===== config.mk =====
export PLATFORM = sky130hd
export DESIGN_NAME = text_writer_flat
export DESIGN_NICKNAME = d
export VERILOG_FILES = /design/src/rtl/text_pkg.sv /design/src/rtl/text_writer_if.sv /design/src/rtl/text_cursor.sv /design/src/rtl/text_writer.sv /design/src/flat_wrapper.sv
export SDC_FILE = /design/constraint.sdc
export NUM_CORES = 1
export LEC_CHECK = 0
export BUFFER_PORTS_ARGS = -buffer_cell sky130_fd_sc_hd__buf_2
export CAP_MARGIN = 25
export CORE_ASPECT_RATIO = 0.7
export CORE_MARGIN = 4
export CORE_UTILIZATION = 52
export CTS_BUF_LIST = sky130_fd_sc_hd__clkbuf_16
export CTS_CLUSTER_SIZE = 10
export DETAILED_ROUTE_END_ITERATION = 16
export HOLD_SLACK_MARGIN = 0.06
export PLACE_DENSITY = 0.77
export SYNTH_ARGS = -nofsm -noshare
export SYNTH_HDL_FRONTEND = slang
export SYNTH_HIERARCHICAL = 1
export SYNTH_SLANG_ARGS = --single-unit

===== constraint.sdc =====
create_clock -name clk -period 2.85 [get_ports clk]
set_input_delay 0.57 -clock clk [delete_from_list [all_inputs] [get_ports clk]]
set_output_delay 0.57 -clock clk [all_outputs]
set_load 0.02 [all_outputs]

===== src/rtl/text_pkg.sv =====
// Shared definitions for the character RAM writer and reader: screen
// geometry defaults, control codes, FSM and cursor command encodings.
package text_pkg;

  localparam int DEFAULT_COLS       = 16;
  localparam int DEFAULT_ROWS       = 5;
  localparam int DEFAULT_ADDR_WIDTH = 7;
  localparam int DEFAULT_DATA_WIDTH = 8;

  localparam logic [7:0] CHAR_BLANK = 8'h20;
  localparam logic [7:0] CHAR_LF    = 8'h0A;
  localparam logic [7:0] CHAR_CR    = 8'h0D;
  localparam logic [7:0] CHAR_BS    = 8'h08;
  localparam logic [7:0] CHAR_FF    = 8'h0C;

  typedef enum logic [1:0] {
    ST_IDLE     = 2'd0,
    ST_CLR_ALL  = 2'd1,
    ST_CLR_LINE = 2'd2
  } state_e;

  typedef enum logic [2:0] {
    CUR_NONE    = 3'd0,
    CUR_INC     = 3'd1,
    CUR_NEWLINE = 3'd2,
    CUR_BACK    = 3'd3,
    CUR_HOME    = 3'd4,
    CUR_CR      = 3'd5
  } cursor_cmd_e;

  // Codes that land on screen as a glyph rather than acting as a control.
  function automatic logic is_printable(input logic [7:0] code);
    return (code >= 8'h20) && (code <= 8'h7E);
  endfunction

endpackage


===== src/rtl/text_writer_if.sv =====
// Character stream handshake plus the RAM write port and cursor/status
// outputs of the text writer. The slave side is the writer itself.
interface text_writer_if
  import text_pkg::*;
#(
  parameter int addr_width = DEFAULT_ADDR_WIDTH,
  parameter int data_width = DEFAULT_DATA_WIDTH,
  parameter int col_width  = $clog2(DEFAULT_COLS),
  parameter int row_width  = $clog2(DEFAULT_ROWS)
);

  logic [data_width-1:0] char_in;
  logic                  char_valid;
  logic                  char_ready;
  logic                  write_en;
  logic [addr_width-1:0] waddr;
  logic [data_width-1:0] din;
  logic [col_width-1:0]  cursor_col;
  logic [row_width-1:0]  cursor_row;
  logic                  busy;

  modport master (
    output char_in, char_valid,
    input  char_ready, write_en, waddr, din, cursor_col, cursor_row, busy
  );

  modport slave (
    input  char_in, char_valid,
    output char_ready, write_en, waddr, din, cursor_col, cursor_row, busy
  );

endinterface


===== src/rtl/text_cursor.sv =====
// Text cursor counters. row_base tracks row*COLS incrementally so the
// writer can form a RAM address with a single add.
module text_cursor
  import text_pkg::*;
#(
  parameter int COLS       = DEFAULT_COLS,
  parameter int ROWS       = DEFAULT_ROWS,
  parameter int addr_width = DEFAULT_ADDR_WIDTH
) (
  input  logic                       clk,
  input  logic                       rst,
  input  cursor_cmd_e                cmd,
  output logic [$clog2(COLS)-1:0]    col,
  output logic [$clog2(ROWS)-1:0]    row,
  output logic [addr_width-1:0]      row_base
);

  localparam int COL_W = $clog2(COLS);
  localparam int ROW_W = $clog2(ROWS);
  localparam logic [ROW_W-1:0]      LAST_ROW = ROW_W'(ROWS - 1);
  localparam logic [addr_width-1:0] ROW_STEP = addr_width'(COLS);

  logic [COL_W-1:0]      col_q, col_d;
  logic [ROW_W-1:0]      row_q, row_d;
  logic [addr_width-1:0] row_base_q, row_base_d;

  // Cursor registers, homed on reset.
  always_ff @(posedge clk) begin
    if (rst) begin
      col_q      <= '0;
      row_q      <= '0;
      row_base_q <= '0;
    end else begin
      col_q      <= col_d;
      row_q      <= row_d;
      row_base_q <= row_base_d;
    end
  end

  // Apply one cursor command; the last row wraps to the top (no scrolling).
  always_comb begin
    col_d      = col_q;
    row_d      = row_q;
    row_base_d = row_base_q;
    case (cmd)
      CUR_INC: col_d = col_q + 1'b1;
      CUR_NEWLINE: begin
        col_d = '0;
        if (row_q == LAST_ROW) begin
          row_d      = '0;
          row_base_d = '0;
        end else begin
          row_d      = row_q + 1'b1;
          row_base_d = row_base_q + ROW_STEP;
        end
      end
      CUR_BACK: begin
        if (col_q != '0) begin
          col_d = col_q - 1'b1;
        end
      end
      CUR_HOME: begin
        col_d      = '0;
        row_d      = '0;
        row_base_d = '0;
      end
      CUR_CR: col_d = '0;
      default: ;
    endcase
  end

  assign col      = col_q;
  assign row      = row_q;
  assign row_base = row_base_q;

endmodule


===== src/rtl/text_writer.sv =====
// Write-side controller for the character RAM: consumes a character
// stream, interprets LF/CR/BS/FF, and drives registered RAM writes.
module text_writer
  import text_pkg::*;
#(
  parameter int                    COLS       = DEFAULT_COLS,
  parameter int                    ROWS       = DEFAULT_ROWS,
  parameter int                    addr_width = DEFAULT_ADDR_WIDTH,
  parameter int                    data_width = DEFAULT_DATA_WIDTH,
  parameter logic [data_width-1:0] BLANK      = CHAR_BLANK
) (
  input  logic          clk,
  input  logic          rst,
  text_writer_if.slave  bus
);

  localparam int COL_W = $clog2(COLS);
  localparam int ROW_W = $clog2(ROWS);
  localparam logic [COL_W-1:0]      LAST_COL       = COL_W'(COLS - 1);
  localparam logic [addr_width-1:0] LAST_CELL      = addr_width'(COLS * ROWS - 1);
  localparam logic [addr_width-1:0] LAST_LINE_CELL = addr_width'(COLS - 1);

  state_e                state_q, state_d;
  logic                  write_en_q, write_en_d;
  logic                  clr_wr_q, clr_wr_d;
  logic [addr_width-1:0] waddr_q, waddr_d;
  logic [data_width-1:0] din_q, din_d;
  logic [addr_width-1:0] clr_cnt_q, clr_cnt_d;

  cursor_cmd_e           cur_cmd;
  logic [COL_W-1:0]      col;
  logic [ROW_W-1:0]      row;
  logic [addr_width-1:0] row_base;
  logic [addr_width-1:0] cell_addr;
  logic                  ready;
  logic                  accept;

  text_cursor #(
    .COLS       (COLS),
    .ROWS       (ROWS),
    .addr_width (addr_width)
  ) u_cursor (
    .clk      (clk),
    .rst      (rst),
    .cmd      (cur_cmd),
    .col      (col),
    .row      (row),
    .row_base (row_base)
  );

  assign cell_addr = row_base + addr_width'(col);
  assign ready     = (state_q == ST_IDLE);
  assign accept    = bus.char_valid & ready;

  // State and RAM-port registers; reset restarts the full-screen clear.
  always_ff @(posedge clk) begin
    if (rst) begin
      state_q    <= ST_CLR_ALL;
      write_en_q <= 1'b0;
      clr_wr_q   <= 1'b0;
      waddr_q    <= '0;
      din_q      <= BLANK;
      clr_cnt_q  <= '0;
    end else begin
      state_q    <= state_d;
      write_en_q <= write_en_d;
      clr_wr_q   <= clr_wr_d;
      waddr_q    <= waddr_d;
      din_q      <= din_d;
      clr_cnt_q  <= clr_cnt_d;
    end
  end

  // Next state, next RAM write and the cursor command for this cycle.
  always_comb begin
    state_d    = state_q;
    write_en_d = 1'b0;
    clr_wr_d   = 1'b0;
    waddr_d    = waddr_q;
    din_d      = din_q;
    clr_cnt_d  = clr_cnt_q;
    cur_cmd    = CUR_NONE;
    case (state_q)
      ST_IDLE: begin
        if (accept) begin
          if (is_printable(bus.char_in)) begin
            write_en_d = 1'b1;
            waddr_d    = cell_addr;
            din_d      = bus.char_in;
            if (col == LAST_COL) begin
              cur_cmd   = CUR_NEWLINE;
              state_d   = ST_CLR_LINE;
              clr_cnt_d = '0;
            end else begin
              cur_cmd = CUR_INC;
            end
          end else if (bus.char_in == CHAR_LF) begin
            cur_cmd   = CUR_NEWLINE;
            state_d   = ST_CLR_LINE;
            clr_cnt_d = '0;
          end else if (bus.char_in == CHAR_CR) begin
            cur_cmd = CUR_CR;
          end else if (bus.char_in == CHAR_BS) begin
            if (col != '0) begin
              cur_cmd    = CUR_BACK;
              write_en_d = 1'b1;
              waddr_d    = cell_addr - addr_width'(1);
              din_d      = BLANK;
            end
          end else if (bus.char_in == CHAR_FF) begin
            cur_cmd   = CUR_HOME;
            state_d   = ST_CLR_ALL;
            clr_cnt_d = '0;
          end
        end
      end
      ST_CLR_ALL: begin
        write_en_d = 1'b1;
        clr_wr_d   = 1'b1;
        waddr_d    = clr_cnt_q;
        din_d      = BLANK;
        if (clr_cnt_q == LAST_CELL) begin
          state_d   = ST_IDLE;
          clr_cnt_d = '0;
          cur_cmd   = CUR_HOME;
        end else begin
          clr_cnt_d = clr_cnt_q + 1'b1;
        end
      end
      ST_CLR_LINE: begin
        write_en_d = 1'b1;
        clr_wr_d   = 1'b1;
        waddr_d    = row_base + clr_cnt_q;
        din_d      = BLANK;
        if (clr_cnt_q == LAST_LINE_CELL) begin
          state_d   = ST_IDLE;
          clr_cnt_d = '0;
        end else begin
          clr_cnt_d = clr_cnt_q + 1'b1;
        end
      end
      default: state_d = ST_IDLE;
    endcase
  end

  // busy also covers the last registered clear write, which is still on
  // the RAM port in the first cycle the FSM is back in IDLE.
  assign bus.char_ready = ready;
  assign bus.busy       = !ready || clr_wr_q;
  assign bus.write_en   = write_en_q;
  assign bus.waddr      = waddr_q;
  assign bus.din        = din_q;
  assign bus.cursor_col = col;
  assign bus.cursor_row = row;

endmodule


===== src/flat_wrapper.sv =====
// flat-port wrapper written by rule: the top's interface ports become plain ports
module text_writer_flat import text_pkg::*;
#(
  parameter int                    COLS       = DEFAULT_COLS,
  parameter int                    ROWS       = DEFAULT_ROWS,
  parameter int                    addr_width = DEFAULT_ADDR_WIDTH,
  parameter int                    data_width = DEFAULT_DATA_WIDTH,
  parameter logic [data_width-1:0] BLANK      = CHAR_BLANK
)
  (clk, rst, bus_char_in, bus_char_valid, bus_char_ready, bus_write_en, bus_waddr, bus_din, bus_cursor_col, bus_cursor_row, bus_busy);
  text_writer_if #(.addr_width(addr_width), .data_width(data_width), .col_width(4), .row_width(3)) bus_i ();
  input  logic clk;
  input  logic rst;
  input wire logic [$bits(bus_i.char_in)-1:0] bus_char_in;
  input wire logic [$bits(bus_i.char_valid)-1:0] bus_char_valid;
  output wire logic [$bits(bus_i.char_ready)-1:0] bus_char_ready;
  output wire logic [$bits(bus_i.write_en)-1:0] bus_write_en;
  output wire logic [$bits(bus_i.waddr)-1:0] bus_waddr;
  output wire logic [$bits(bus_i.din)-1:0] bus_din;
  output wire logic [$bits(bus_i.cursor_col)-1:0] bus_cursor_col;
  output wire logic [$bits(bus_i.cursor_row)-1:0] bus_cursor_row;
  output wire logic [$bits(bus_i.busy)-1:0] bus_busy;
  assign bus_i.char_in = bus_char_in;
  assign bus_i.char_valid = bus_char_valid;
  assign bus_char_ready = bus_i.char_ready;
  assign bus_write_en = bus_i.write_en;
  assign bus_waddr = bus_i.waddr;
  assign bus_din = bus_i.din;
  assign bus_cursor_col = bus_i.cursor_col;
  assign bus_cursor_row = bus_i.cursor_row;
  assign bus_busy = bus_i.busy;
  text_writer #(.COLS(COLS), .ROWS(ROWS), .addr_width(addr_width), .data_width(data_width), .BLANK(BLANK)) u_core (.clk(clk), .rst(rst), .bus(bus_i));
endmodule

==> flow_summary_export.csv, run 1 <==
group,metric,value,unit
setup_path,crit_type,"flip-flop to flip-flop",
synth,synth_area,2670,um2
clocking,clk_pin_slew,0.05,ns
pwr,combinationalPowerShare,27.4,%
timing,slew_violations,0,
clocking,cts_root_buf,"clkbuf_16",
drt,vias_per_cell,5.99,
global_route,grt_max_degree,20,
setup_path,end_kind,"flip-flop",
timing,fin_skew,0.00213,ns
synth,ys_types,67,
synth,yosysTopAreaCell,"dfxtp_1",
timing,rsz0062_at_grt,"false",
synth,post-synth-top-count-cell,"dfxtp_1",
floorplan,die_h,68.0,um
setup_path,cp.arrival,2.77,ns
floorplan,coreArea,4890,um2
synth,ys_seq_elements,36,
clocking,clkLatencyLatePin,0.27,ns
drt,drc,0,
drt,first_iter_violations,253,
synth,avgSynthCellArea,8.28,um2
drt,wl_met3,596,um
place,io_buffers,35,
pwr,seq_power_share,37.8,%
synth,synth-seq-area-share,27.0,%
drt,drt_pre_antenna_iters,5,
drt,wl_per_cell,16.0,um
pwr,cellLeakagePower,1.42,nW
pwr,peakVddDrop,0.000314,V
synth,yosys-top-cells-count,"36 x dfxtp_1, 27 x nor2_1, 25 x nand2_1, 22 x a21oi_1, 20 x ha_1",
global_route,antenna_found_initial,0,
clocking,clock_path_buffers,2,
floorplan,initial_core_util,54.7,%
outcome,status,"finished, final reports clean",
clocking,cts_resized,0,
timing,fin_crit,2.62,ns
drt,routed.top_layer,"met4",
drt,wl_met2,3060,um
synth,yosys-top-cells-area,"dfxtp_1 27%, ha_1 9.4%, a21oi_1 4.1%, nor2_1 3.8%, nand3_1 3.6%",
timing,final-setup-viol-count,0,
setup_path,crit_fanout,4,
pwr,total_switching_power,449,uW
synth,yosys.area.top_type_share,27.0,%
clocking,cts_sinks,36,
floorplan,die_x,93.7,um
drt,m1WireLength,3360,um
min_path,worst_hold_path_type,"flip-flop to flip-flop",
floorplan,std_cell_rows,21,
synth,syn-instance-count,323,
drt,vias,2636,
layout,antenna_cells,0,
pwr,power_frac_clock,34.8,%
clocking,cts_htree_levels,2,
synth,synth_edf_count,0,
pwr,power.internal,1.01,mW
timing,fin_tns_setup,0,ns
place,place_hpwl,5290,um
global_route,grt.total_usage,22.5,%
pwr,powerDensity,461,nW/um2
global_route,overflow,0,
layout,fin_util,64.7,%
floorplan,die-area,6370,um2
layout,synthToLayoutAreaGrowth,18.3,%
layout,drive_gt1_share,22.1,%
synth,synthArstFlopShare,0,%
clocking,cts_buffers,5,
global_route,grt_pass1_vias,2361,
timing,timing.fmax,0.381,GHz
timing,final-hold-violation-count,0,
timing,holdWs,0.448,ns
clocking,cts_hold_buf,0,
layout,fin_nets,404,
run,cap_viol_max_count,0,
clocking,post_cts_buffers,0,
synth,synth-main-ff-cell,"dfxtp_1",
pwr,switching_share,30.8,%
floorplan,num_io_pins,36,
place,place.gp.congestion,0.907,
synth,synth-warning-count,6,
drt,routed_wl,7060,um
timing,final_min_period_over_clock_period,92.0,%
setup_path,critPathLaunchType,"flip-flop",
setup_path,required,3.00,ns
clocking,cts_tree,"done",
global_route,grt_first_pass_wirelength,11400,um
drt,ant_nets,0,
state kept, by name, summed over array words and instances (netlist names):
register                  cells
u_core/clr_wr_q               1
u_core/u_cursor/row           3
u_core/bus.write_en           1
u_core/bus.waddr              7
u_core/bus.din                8
u_core/u_cursor/col           4
u_core/clr_cnt_q              7
u_core/state_q                2
u_core/u_cursor/row_base      3
cells in the final DEF, fill, tap and decap left out, types with 5 or more instances in the layout:
cell / count
a21o_1: 6
nand3_1: 19
ha_1: 19
clkbuf_16: 5
nand2_1: 25
buf_4: 19
inv_1: 15
buf_2: 35
a21oi_1: 21
dfxtp_1: 36
xnor2_1: 10
nor3_1: 6
nor2_1: 27
and3_1: 6
nand3b_1: 5
xor2_1: 7
o21ai_0: 13
kinds of logic after synthesis:
family                   synth area share [%]
other                                   0.140
AO/OA/AOI/OAI                            25.9
XOR/XNOR                                 5.57
AND/OR/NAND/NOR                          24.0
flip-flops                               27.0
multiplexers                             1.59
buffers and inverters                    5.01
adder cells (fa/ha/maj)                  10.9
power groups by stage:
stage	clock network, mW	logic (mW)	registers (mW)
after global routing	0.535	0.438	0.555
after global placement	0	0.378	0.561
final	0.507	0.399	0.551
after floorplan	0	0.239	0.591
after detailed placement	0	0.386	0.562
after CTS	0.515	0.389	0.551
worst max-delay path: stages (launching register included):
cell and delay [ns]:
dfxtp_1 0.34, ha_1 0.21, nand3_1 0.16, or4b_1 0.57, o22ai_2 0.17, nand3b_1 0.18
xnor2_1 0.14, ha_2 0.20, nor3b_2 0.05, o21a_1 0.11, o311ai_1 0.26, a21oi_1 0.10
cell type report:
cell class | count | area, um2
Clock buffer | 5 | 125
Fill cell | 436 | 1720
Timing Repair Buffer | 54 | 318
Clock inverter | 2 | 8.76
Multi-Input combinational cell | 259 | 1850
Inverter | 15 | 56.3
Tap cell | 69 | 86.3
Sequential cell | 36 | 721
per-stage QoR:
| stage | cell area [um2] | cells | power, mW | setup slack, ns |
|---|---|---|---|---|
| final | 3160 | 440 | 1.46 | 0.227 |
| after global routing | 3160 | 440 | 1.53 | 0.0392 |
| after CTS | 3160 | 440 | 1.46 | 0.247 |
| after detailed placement | 3020 | 433 | 0.948 | 0.0704 |
| after global placement | 3020 | 433 | 0.939 | 0.0877 |
| after floorplan | 2700 | 326 | 0.830 | 0.000162 |
worst paths after layout:
check	start	to	slack (ns)	cells after the start
worst max register to register	u_core/clr_cnt_q[0]	u_core/u_cursor/col[2]	0.23	11
worst min register to register	u_core/bus.waddr[3]	u_core/bus.waddr[3]	0.45	2
worst max-delay path	u_core/clr_cnt_q[0]	u_core/u_cursor/col[2]	0.23	11
worst min-delay path	u_core/bus.waddr[3]	u_core/bus.waddr[3]	0.45	2
routing by layer:
layer  vias to the layer above  track usage, %
met5                         -               0
met4                         0            4.50
met1                      1237            31.4
met3                         9            5.38
li1                       1280               -
met2                       110            35.5
Power figures use the tool's default switching activity.
==> run 2, diff against run 1 <==
==> constraint.sdc (replaced) <==
create_clock -name clk -period 2.85 [get_ports clk]
set_input_delay 0.4275 -clock clk [delete_from_list [all_inputs] [get_ports clk]]
set_output_delay 0.4275 -clock clk [all_outputs]
set_load 0.02 [all_outputs]
==> flow_summary_export.csv, run 2 (synthesized netlist as in run 1, its figures left out) <==
group,metric,value,unit
place,place_area,2960,um2
place,io_buffers,35,
pwr,peakVddDrop,0.000265,V
timing,timing.fmax,0.368,GHz
drt,vias,2564,
global_route,grt_pass1_vias,2339,
pwr,power.internal,1.00,mW
pwr,power,1.47,mW
place,place_hpwl,5160,um
layout,antenna_cells,0,
timing,tightest_slew,0.795,ns
floorplan,num_io_pins,36,
drt,routed_wl,6950,um
global_route,grt_max_degree,36,
timing,rsz0062_at_grt,"false",
layout,design_area,3120,um2
global_route,grt_first_pass_wirelength,11500,um
drt,drt_pre_antenna_iters,6,
floorplan,die-area,6370,um2
setup_path,cp.arrival,2.85,ns
timing,final-setup-viol-count,0,
setup_path,end_kind,"flip-flop",
timing,fin_skew,0.00333,ns
min_path,hold_depth,3,
global_route,antenna_found_initial,0,
pwr,seq_power_share,38.1,%
timing,fin_tns_setup,0,ns
global_route,overflow,0,
drt,ant_nets,0,
timing,final_min_period_over_clock_period,95.3,%
floorplan,die_x,93.7,um
drt,drc,0,
layout,fin_util,63.9,%
timing,relSlewSlack,47.0,%
pwr,power_frac_clock,35.6,%
layout,nFillCells,439,
clocking,clock_path_buffers,2,
clocking,cts_tree,"done",
layout,final_cell_mix,"35 x buf_2, 35 x dfxtp_1, 27 x nor2_1",
clocking,clk_pin_slew,0.06,ns
setup_path,crit_type,"flip-flop to flip-flop",
global_route,grt.total_usage,22.9,%
drt,first_iter_violations,205,
pwr,total_switching_power,469,uW
clocking,cts_root_buf,"clkbuf_16",
pwr,switching_share,31.9,%
floorplan,std_cell_rows,21,
setup_path,required,2.98,ns
layout,synthToLayoutAreaGrowth,16.7,%
setup_path,crit_fanout,6,
layout,fin_nets,397,
layout,largest_register_ff_count,8,
run,cap_viol_max_count,0,
clocking,cts_sinks,36,
floorplan,coreArea,4890,um2
floorplan,die_h,68.0,um
outcome,status,"finished, final reports clean",
pwr,powerDensity,471,nW/um2
min_path,worst_hold_path_type,"primary input to flip-flop",
floorplan,initial_core_util,54.7,%
clocking,cts_htree_levels,2,
clocking,clkLatencyLatePin,0.28,ns
timing,slew_violations,0,
setup_path,critPathLaunchType,"flip-flop",
clocking,cts_buffers,5,
place,place.gp.congestion,0.899,
setup_path,r2r_cells,11,
timing,fin_crit,2.72,ns
pwr,combinationalPowerShare,26.2,%
pwr,cellLeakagePower,1.38,nW
layout,drive_gt1_share,21.1,%
timing,final-hold-violation-count,0,
drt,wl_per_cell,16.0,um
drt,vias_per_cell,5.91,
clocking,post_cts_buffers,0,
==> run 2: changes by cell type in the layout (fill, tap and decap cells not counted), sizes merged <==
| cell | before | now |
|---|---|---|
| buf | 54 | 47 |
| clkinvlp | 0 | 1 |
==> run 2: path summary, 6_finish.rpt <==
kind	from	end	slack, ns
worst max-delay path	u_core/clr_cnt_q[0]	u_core/u_cursor/col[2]	0.13
worst min-delay path	bus_char_in[3]	u_core/bus.din[3]	0.44
worst max register to register	u_core/clr_cnt_q[0]	u_core/u_cursor/col[2]	0.13
worst min register to register	u_core/bus.din[2]	u_core/bus.din[2]	0.46
==> run 2: final cells by class <==
type	count	area, um2	share of cell area [%]
clock buffer	5	125	4.01
clock inverter	3	15.0	0.481
inverter	15	56.3	1.80
multi-input combinational	259	1850	59.3
sequential	36	722	23.1
tap	69	86.3	2.77
timing repair buffer	47	265	8.50
==> run 2: metrics by stage <==
step / setup WS, ns / hold slack, ns / cells
3_5_place_dp: -0.0438 / 0.443 / 426
3_3_place_gp: 0.135 / 0.437 / 426
4_1_cts: 0.0371 / 0.441 / 434
6_report: 0.133 / 0.441 / 434
5_1_grt: 0.00222 / 0.461 / 434
2_1_floorplan: 0.0215 / 0.492 / 326
==> run 2: critical path: stages (launching register included) <==
cell and delay (ns):
dfxtp_2 0.38, ha_2 0.22, nand3_1 0.13, or4b_4 0.55
o22ai_2 0.16, nand3b_1 0.19, xnor2_1 0.15, ha_2 0.23
nor3b_2 0.06, o21a_1 0.11, o311ai_1 0.28, a21oi_1 0.12
==> run 2: power by group through the flow <==
stage / logic (mW) / registers [mW] / clock network (mW)
3_3_place_gp: 0.360 / 0.567 / 0
4_1_cts: 0.370 / 0.558 / 0.531
5_1_grt: 0.425 / 0.563 / 0.553
6_report: 0.385 / 0.560 / 0.524
3_5_place_dp: 0.367 / 0.568 / 0
2_1_floorplan: 0.238 / 0.591 / 0
==> run 2: repair_timing <==
action	4_1_cts	5_1_grt
setup endpoints to repair	1	1
hold buffers	0	0
gates resized for setup	2	5
pin swaps	0	1
==> run 2: layer usage <==
metal,GRT usage (%),up-vias,wire (um)
met5,0,-,0
met4,4.32,0,55
met3,3.85,8,433
met2,36.4,89,3070
met1,32.8,1196,3390
li1,-,1271,-
